`src/rtl/edc_scrub_ctrl.sv`:
```
// ---------------------------------------------------------------------------
// edc_scrub_ctrl
//
// Background scrubber for main memory. Whenever scrubbing is enabled and the
// programmed idle interval has elapsed, it reads one word of the protected
// region. It passes the data and check word to the external combinational
// EDC corrector. If the corrector fixes the word, the corrected word is
// written back. Uncorrectable words are counted and raise a one-cycle IRQ.
// The scrubber owns the bus only from READ through CHECK/WRITE. It always
// lets a pending CPU request go first before it starts a new word.
//
// Ports
//   i_clk, i_rst_n          clock, asynchronous active-low reset
//   i_scrub_en              scrubbing enable (level)
//   i_interval              idle cycles between word scrubs
//   i_cpu_req               CPU wants the memory bus
//   o_bus_gnt               scrubber currently owns the bus
//   o_mem_req/_we/_adr/_dat memory access request, write flag, byte address,
//                           write data
//   i_mem_ack               one-cycle access-complete pulse
//   i_mem_dat, i_mem_ecc    read data and read check word
//   o_edcc_main_dat_w       captured data to the corrector
//   o_edcc_ecc_dat_w        captured check word to the corrector
//   i_edcc_dat_r            corrected data from the corrector
//   i_edcc_valid            corrector result usable (0 = uncorrectable)
//   o_corr_cnt              saturating count of corrected words
//   o_uncorr_cnt            saturating count of uncorrectable words
//   o_err_adr               address of the most recent erroneous word
//   o_irq                   one-cycle pulse on an uncorrectable word
// ---------------------------------------------------------------------------
module edc_scrub_ctrl #(
    parameter int WB_DWIDTH   = 32,
    parameter int WB_SWIDTH   = 4,
    parameter int AWIDTH      = 27,
    parameter int SCRUB_BASE  = 0,
    parameter int SCRUB_WORDS = 1024,
    parameter int IVL_W       = 16
) (
    input  logic                 i_clk,
    input  logic                 i_rst_n,
    input  logic                 i_scrub_en,
    input  logic [IVL_W-1:0]     i_interval,
    input  logic                 i_cpu_req,
    output logic                 o_bus_gnt,
    output logic                 o_mem_req,
    output logic                 o_mem_we,
    output logic [AWIDTH-1:0]    o_mem_adr,
    output logic [WB_DWIDTH-1:0] o_mem_dat,
    input  logic                 i_mem_ack,
    input  logic [WB_DWIDTH-1:0] i_mem_dat,
    input  logic [WB_DWIDTH-1:0] i_mem_ecc,
    output logic [WB_DWIDTH-1:0] o_edcc_main_dat_w,
    output logic [WB_DWIDTH-1:0] o_edcc_ecc_dat_w,
    input  logic [WB_DWIDTH-1:0] i_edcc_dat_r,
    input  logic                 i_edcc_valid,
    output logic [15:0]          o_corr_cnt,
    output logic [15:0]          o_uncorr_cnt,
    output logic [AWIDTH-1:0]    o_err_adr,
    output logic                 o_irq
);

    localparam int PTR_W = (SCRUB_WORDS > 1) ? $clog2(SCRUB_WORDS) : 1;
    localparam logic [PTR_W-1:0] PTR_LAST = PTR_W'(SCRUB_WORDS - 1);

    typedef enum logic [2:0] {
        S_IDLE,
        S_WAIT,
        S_READ,
        S_CHECK,
        S_WRITE,
        S_NEXT
    } state_t;

    state_t                 state_q, state_d;
    logic [PTR_W-1:0]       ptr_q, ptr_d;
    logic [IVL_W-1:0]       ivl_q, ivl_d;
    logic [WB_DWIDTH-1:0]   dat_q, dat_d;
    logic [WB_DWIDTH-1:0]   ecc_q, ecc_d;
    logic [WB_DWIDTH-1:0]   wdat_q, wdat_d;
    logic [15:0]            corr_q, corr_d;
    logic [15:0]            uncorr_q, uncorr_d;
    logic [AWIDTH-1:0]      err_adr_q, err_adr_d;

    logic                   gnt;
    logic                   req;
    logic                   we;
    logic                   irq;
    logic [AWIDTH-1:0]      cur_adr;

    assign cur_adr = AWIDTH'(SCRUB_BASE) + AWIDTH'(ptr_q) * AWIDTH'(WB_SWIDTH);

    always_ff @(posedge i_clk or negedge i_rst_n) begin
        if (!i_rst_n) begin
            state_q   <= S_IDLE;
            ptr_q     <= '0;
            ivl_q     <= '0;
            dat_q     <= '0;
            ecc_q     <= '0;
            wdat_q    <= '0;
            corr_q    <= '0;
            uncorr_q  <= '0;
            err_adr_q <= '0;
        end else begin
            state_q   <= state_d;
            ptr_q     <= ptr_d;
            ivl_q     <= ivl_d;
            dat_q     <= dat_d;
            ecc_q     <= ecc_d;
            wdat_q    <= wdat_d;
            corr_q    <= corr_d;
            uncorr_q  <= uncorr_d;
            err_adr_q <= err_adr_d;
        end
    end

    always_comb begin
        state_d   = state_q;
        ptr_d     = ptr_q;
        ivl_d     = ivl_q;
        dat_d     = dat_q;
        ecc_d     = ecc_q;
        wdat_d    = wdat_q;
        corr_d    = corr_q;
        uncorr_d  = uncorr_q;
        err_adr_d = err_adr_q;
        gnt       = 1'b0;
        req       = 1'b0;
        we        = 1'b0;
        irq       = 1'b0;

        case (state_q)
            S_IDLE: begin
                if (i_scrub_en) begin
                    state_d = S_WAIT;
                    ivl_d   = i_interval;
                end
            end

            S_WAIT: begin
                // The counter parks at zero while the CPU holds the bus
                // request. The scrubber only starts a word on a free bus.
                if (ivl_q == '0) begin
                    if (!i_cpu_req) begin
                        state_d = S_READ;
                    end
                end else begin
                    ivl_d = ivl_q - IVL_W'(1);
                end
            end

            S_READ: begin
                gnt = 1'b1;
                req = 1'b1;
                if (i_mem_ack) begin
                    dat_d   = i_mem_dat;
                    ecc_d   = i_mem_ecc;
                    state_d = S_CHECK;
                end
            end

            S_CHECK: begin
                // The corrector is combinational on dat_q/ecc_q, so its result
                // is usable in this single cycle.
                gnt = 1'b1;
                if (!i_edcc_valid) begin
                    uncorr_d  = (uncorr_q == 16'hFFFF) ? uncorr_q : uncorr_q + 16'd1;
                    err_adr_d = cur_adr;
                    irq       = 1'b1;
                    state_d   = S_NEXT;
                end else if (i_edcc_dat_r != dat_q) begin
                    corr_d    = (corr_q == 16'hFFFF) ? corr_q : corr_q + 16'd1;
                    err_adr_d = cur_adr;
                    wdat_d    = i_edcc_dat_r;
                    state_d   = S_WRITE;
                end else begin
                    state_d = S_NEXT;
                end
            end

            S_WRITE: begin
                // Only data is written. The memory write path regenerates
                // the check bits.
                gnt = 1'b1;
                req = 1'b1;
                we  = 1'b1;
                if (i_mem_ack) begin
                    state_d = S_NEXT;
                end
            end

            S_NEXT: begin
                ptr_d = (ptr_q == PTR_LAST) ? '0 : ptr_q + PTR_W'(1);
                if (i_scrub_en) begin
                    state_d = S_WAIT;
                    ivl_d   = i_interval;
                end else begin
                    state_d = S_IDLE;
                end
            end

            default: begin
                state_d = S_IDLE;
            end
        endcase
    end

    assign o_bus_gnt         = gnt;
    assign o_mem_req         = req;
    assign o_mem_we          = we;
    // The address is driven only while the bus is owned, so it reads as zero
    // in idle and in reset whatever the base address is.
    assign o_mem_adr         = gnt ? cur_adr : '0;
    assign o_mem_dat         = wdat_q;
    assign o_edcc_main_dat_w = dat_q;
    assign o_edcc_ecc_dat_w  = ecc_q;
    assign o_corr_cnt        = corr_q;
    assign o_uncorr_cnt      = uncorr_q;
    assign o_err_adr         = err_adr_q;
    assign o_irq             = irq;

endmodule

```
`config.mk`:
```
export PLATFORM = sky130hd
export DESIGN_NAME = edc_scrub_ctrl
export DESIGN_NICKNAME = d
export VERILOG_FILES = /design/src/rtl/edc_scrub_ctrl.sv
export SDC_FILE = /design/constraint.sdc
export NUM_CORES = 1
export LEC_CHECK = 0
export BUFFER_PORTS_ARGS = -buffer_cell sky130_fd_sc_hd__buf_2
export CORE_ASPECT_RATIO = 1.1
export CORE_MARGIN = 2
export CORE_UTILIZATION = 53
export DETAILED_ROUTE_END_ITERATION = 16
export PLACE_DENSITY = 0.85
export SLEW_MARGIN = 20
export SYNTH_ARGS = -nofsm -noshare
export SYNTH_HDL_FRONTEND = slang
export SYNTH_SLANG_ARGS = --single-unit
```
`constraint.sdc`:
```
create_clock -name i_clk -period 6 [get_ports i_clk]
set_input_delay 1.8 -clock i_clk [delete_from_list [all_inputs] [get_ports i_clk]]
set_output_delay 1.8 -clock i_clk [all_outputs]
set_load 0.05 [all_outputs]
```
==> results by group <==
Status
  • Status: completed

Logic synthesis
  • Yosys reg bits: about 170
  • Adder-cell share of the synthesized area: 0.781%
  • Synth cell types: 52
  • Register area share after synthesis: 52.2%
  • Proportion of synthesized area in mux cells: 16.7%
  • Post-synthesis compound-gate area fraction: 6.07%
  • EDFF count, synth: 0
  • Top_reg_cell synth: dfrtp_1
  • Cell Area, Synth: 0.00801 sq mm
  • Post-Synth Simple-Gate Area: a little under an eighth
  • Largest family of logic cells by synthesized area: multiplexers
  • Post-synth ARST share: 100%
  • Average size of a mapped cell: 12.2 sq um
  • Warnings from Yosys: 0
  • Post-synthesis xor/xnor area fraction: under 10%
  • Mapped Cells: 658

Timing
  • Final setup TNS: 0 ns
  • Hold WS: 0.481 ns
  • RSZ-0062 raised after global routing: no
  • Final period util: 72.0%
  • Setup violations, final: 0
  • F_max: 231 MHz
  • Slew HR: 41.5%
  • Setup Skew: 0.00648 ns
  • Fin crit period: 4.32 ns
  • Slew @ Worst Pin: 0.878 ns
  • Max-slew violation count: 0
  • Fin. Hold Viols: 0

Layout
  • Fillers: 1,162
  • Commonest cells after routing, fill and taps aside: 268 x buf_2, 167 x dfrtp_1, 69 x mux2_2, 60 x xnor2_1, 36 x nand2_1
  • Most common cell after layout, fill and taps aside: buf_2
  • Fin cells: 1,132
  • Share of layout cells above drive strength 1: 44.7%
  • Diodes inserted: 0
  • Synth-to-Final Area Change: 24.4%
  • Post-layout nets: roughly 1,000

Floorplan
  • FP Rows: 47
  • Initial Util: 53.6%
  • Die area: 0.0161 sq mm
  • Core area: roughly 0.015 sq mm
  • # IOs: about 300
  • Die Span Y: 133 microns
  • DIE WIDTH: around 120 microns

Setup path
  • CP Launch Type: input port
  • Cell family with most CP delay: buffers and inverters
  • Setup CP Type: in -> out
  • CP max-delay cell: buf_2
  • Cells along the critical path: buf_2 > nor3_2 > buf_2
  • Crit end category: output port
  • Critical path buffers and inverters: 2
  • Worst EP required: approximately 4.2 ns
  • Slowest Stage Delay on Critical Path: 0.33 ns
  • Cell mode on critical path: buf_2
  • CP Depth: 3
  • CP Max Fanout: 4
  • R2R depth: 6
  • CP arrival: 2.52 ns

Clocking
  • Clk buf depth: 2
  • Clk sinks: about 170
  • Clock Pin Slew Worst Setup and Hold Paths: 0.06 ns
  • Postcts setup bufs: 0
  • Post-CTS resize count: 0
  • CTS tree: done
  • Clock latency at the later pin of the worst-skew pair: between 0.4 and 0.5 ns
  • Total CTS buffers: 17
  • H-tree depth: 4
  • Cts hold-fix bufs: 0
  • Root Driver: clkbuf_16

Global routing
  • Number of global-route vias before repair: 6,162
  • Initial antenna violation count: 0
  • Largest net degree at the start of global routing: 92
  • Overflow after GRT: 0
  • Total GRT Usage: 24.9%
  • First-pass GRT wire length: between 30,000 and 40,000 microns

Power
  • Leakage: 5.33 nW
  • Worst vdd ir: 0.000248 V
  • Power Density: 270 mW/mm^2
  • Total power: 2.69 mW

Placed design
  • Port Buffers: 269
  • Placed insts: 1,102
  • GPL Wtd Cong: 0.871
  • Detail Placement HPWL: 14,500 microns

Job
  • Max_cap viols: 0

Drt
  • Drt via density: 5.27
  • Iteration count of the initial detailed-routing pass: 4
  • Residual DRC: 0
  • Iteration-0 DRC count of the detailed router: about 360
  • DRT Wirelength: 19,800 microns
  • WL/cell: 17.5 microns
  • Post-route ant nets: 0
  • DR vias: around 6,000

Worst hold path
  • WHS Path Cells: 1
  • HP Class: reg -> reg
worst reg2reg max path: stages, from the launching register on:
cell and delay [ns]:
dfrtp_1 0.50, inv_2 0.12, nor2_2 0.20, nand3_1 0.19, a21oi_4 0.64, buf_4 0.55
mux2_2 0.40
worst paths after layout:
| kind | from | endpoint | slack (ns) |
|---|---|---|---|
| min | o_err_adr[11] | o_err_adr[11] | 0.48 |
| max | i_edcc_valid | o_irq | 1.68 |
| max reg2reg | state_q[1] | o_mem_dat[2] | 3.29 |
| min in group asynchronous | i_rst_n | o_uncorr_cnt[10] | 1.45 |
| max in group asynchronous | i_rst_n | o_mem_dat[23] | 3.47 |
| min reg2reg | o_err_adr[11] | o_err_adr[11] | 0.48 |
sequential cells by signal, indices dropped and copies added (netlist names):
name               count
ivl_q                 16
o_corr_cnt            16
o_edcc_ecc_dat_w      32
o_edcc_main_dat_w     32
o_err_adr             10
o_mem_dat             32
o_uncorr_cnt          16
ptr_q                 10
state_q                3
synth_stat cells, types with 2 or more instances:
cell type  number  area share (%)
a21oi_1        19             1.2
a21oi_2         2            0.22
a22oi_1         4            0.37
and2_1          7            0.55
and3_1         16             1.2
and4_1          4            0.44
buf_2          14            0.87
buf_4          35             3.3
buf_6           5            0.70
clkbuf_1        4            0.19
dfrtp_1       167              52
ha_1            5            0.78
inv_1           8            0.37
inv_2           2           0.094
mux2_1         13             1.8
mux2_2         69             9.7
mux2_4         27             5.1
nand2_1        36             1.7
nand2b_1        5            0.39
nand3_1        21             1.3
nand3_2         2            0.25
nand4_1        22             1.7
nor2_1         23             1.1
nor2b_1        11            0.86
nor3_1          5            0.31
nor3_2          4            0.50
nor4_1          2            0.16
nor4_2          3            0.47
o211ai_1        3            0.28
o21a_1          2            0.19
o21ai_0        16             1.0
o21ai_1         9            0.56
o22ai_1         5            0.39
o2bb2ai_1       3            0.33
o31ai_1         3            0.28
or3_1           3            0.23
xnor2_1        60             6.6
xor2_1          5            0.55
kinds of logic (layout without fill, tap and decap cells):
| group | after synthesis | count (layout) |
|---|---|---|
| and+or+nand+nor | 168 | 168 |
| DFF | 167 | 167 |
| muxes | 110 | 110 |
| AOI/OAI and AO/OA | 74 | 74 |
| buffers and inverters | 68 | 313 |
| xor gates and xnor gates | 65 | 65 |
| adders and majority gates | 5 | 5 |
| other | 1 | 34 |
stage by stage:
stage / area, sq um / worst slack [ns] / util, %
5_1_grt: 9970 / 1.65 / 66.8
6_report: 9970 / 1.68 / 66.8
3_5_place_dp: 9370 / 1.68 / 62.7
2_1_floorplan: 8140 / 1.71 / -
4_1_cts: 9970 / 1.68 / 66.8
3_3_place_gp: 9370 / 1.65 / 62.7
per-layer routing:
| layer | track usage, % | share of wire (%) | vias to the layer above |
|---|---|---|---|
| met3 | 7.76 | 6.6 | 33 |
| met4 | 7.85 | 2.2 | 0 |
| met5 | 0 | 0 | - |
| li1 | - | - | 2775 |
| met2 | 43.8 | 52 | 216 |
| met1 | 29.1 | 39 | 2939 |
where the power goes:
group | switching (mW) | internal [mW] | total [mW] | leakage (nW)
Sequential | 0.0653 | 1.18 | 1.25 | 2.28
Clock | 0.448 | 0.676 | 1.12 | 0.289
Combinational | 0.199 | 0.122 | 0.321 | 2.76
Total | 0.712 | 1.98 | 2.69 | 5.33
final cells by class:
type | instances | area (sq um) | area share (%)
Clock inverter | 10 | 145 | 1.46
Timing Repair Buffer | 273 | 1380 | 13.9
Inverter | 10 | 37.5 | 0.376
Multi-Input combinational cell | 456 | 3520 | 35.3
Clock buffer | 20 | 457 | 4.58
Tap cell | 196 | 245 | 2.46
Sequential cell | 167 | 4180 | 41.9
Power figures use the tool's default switching activity.
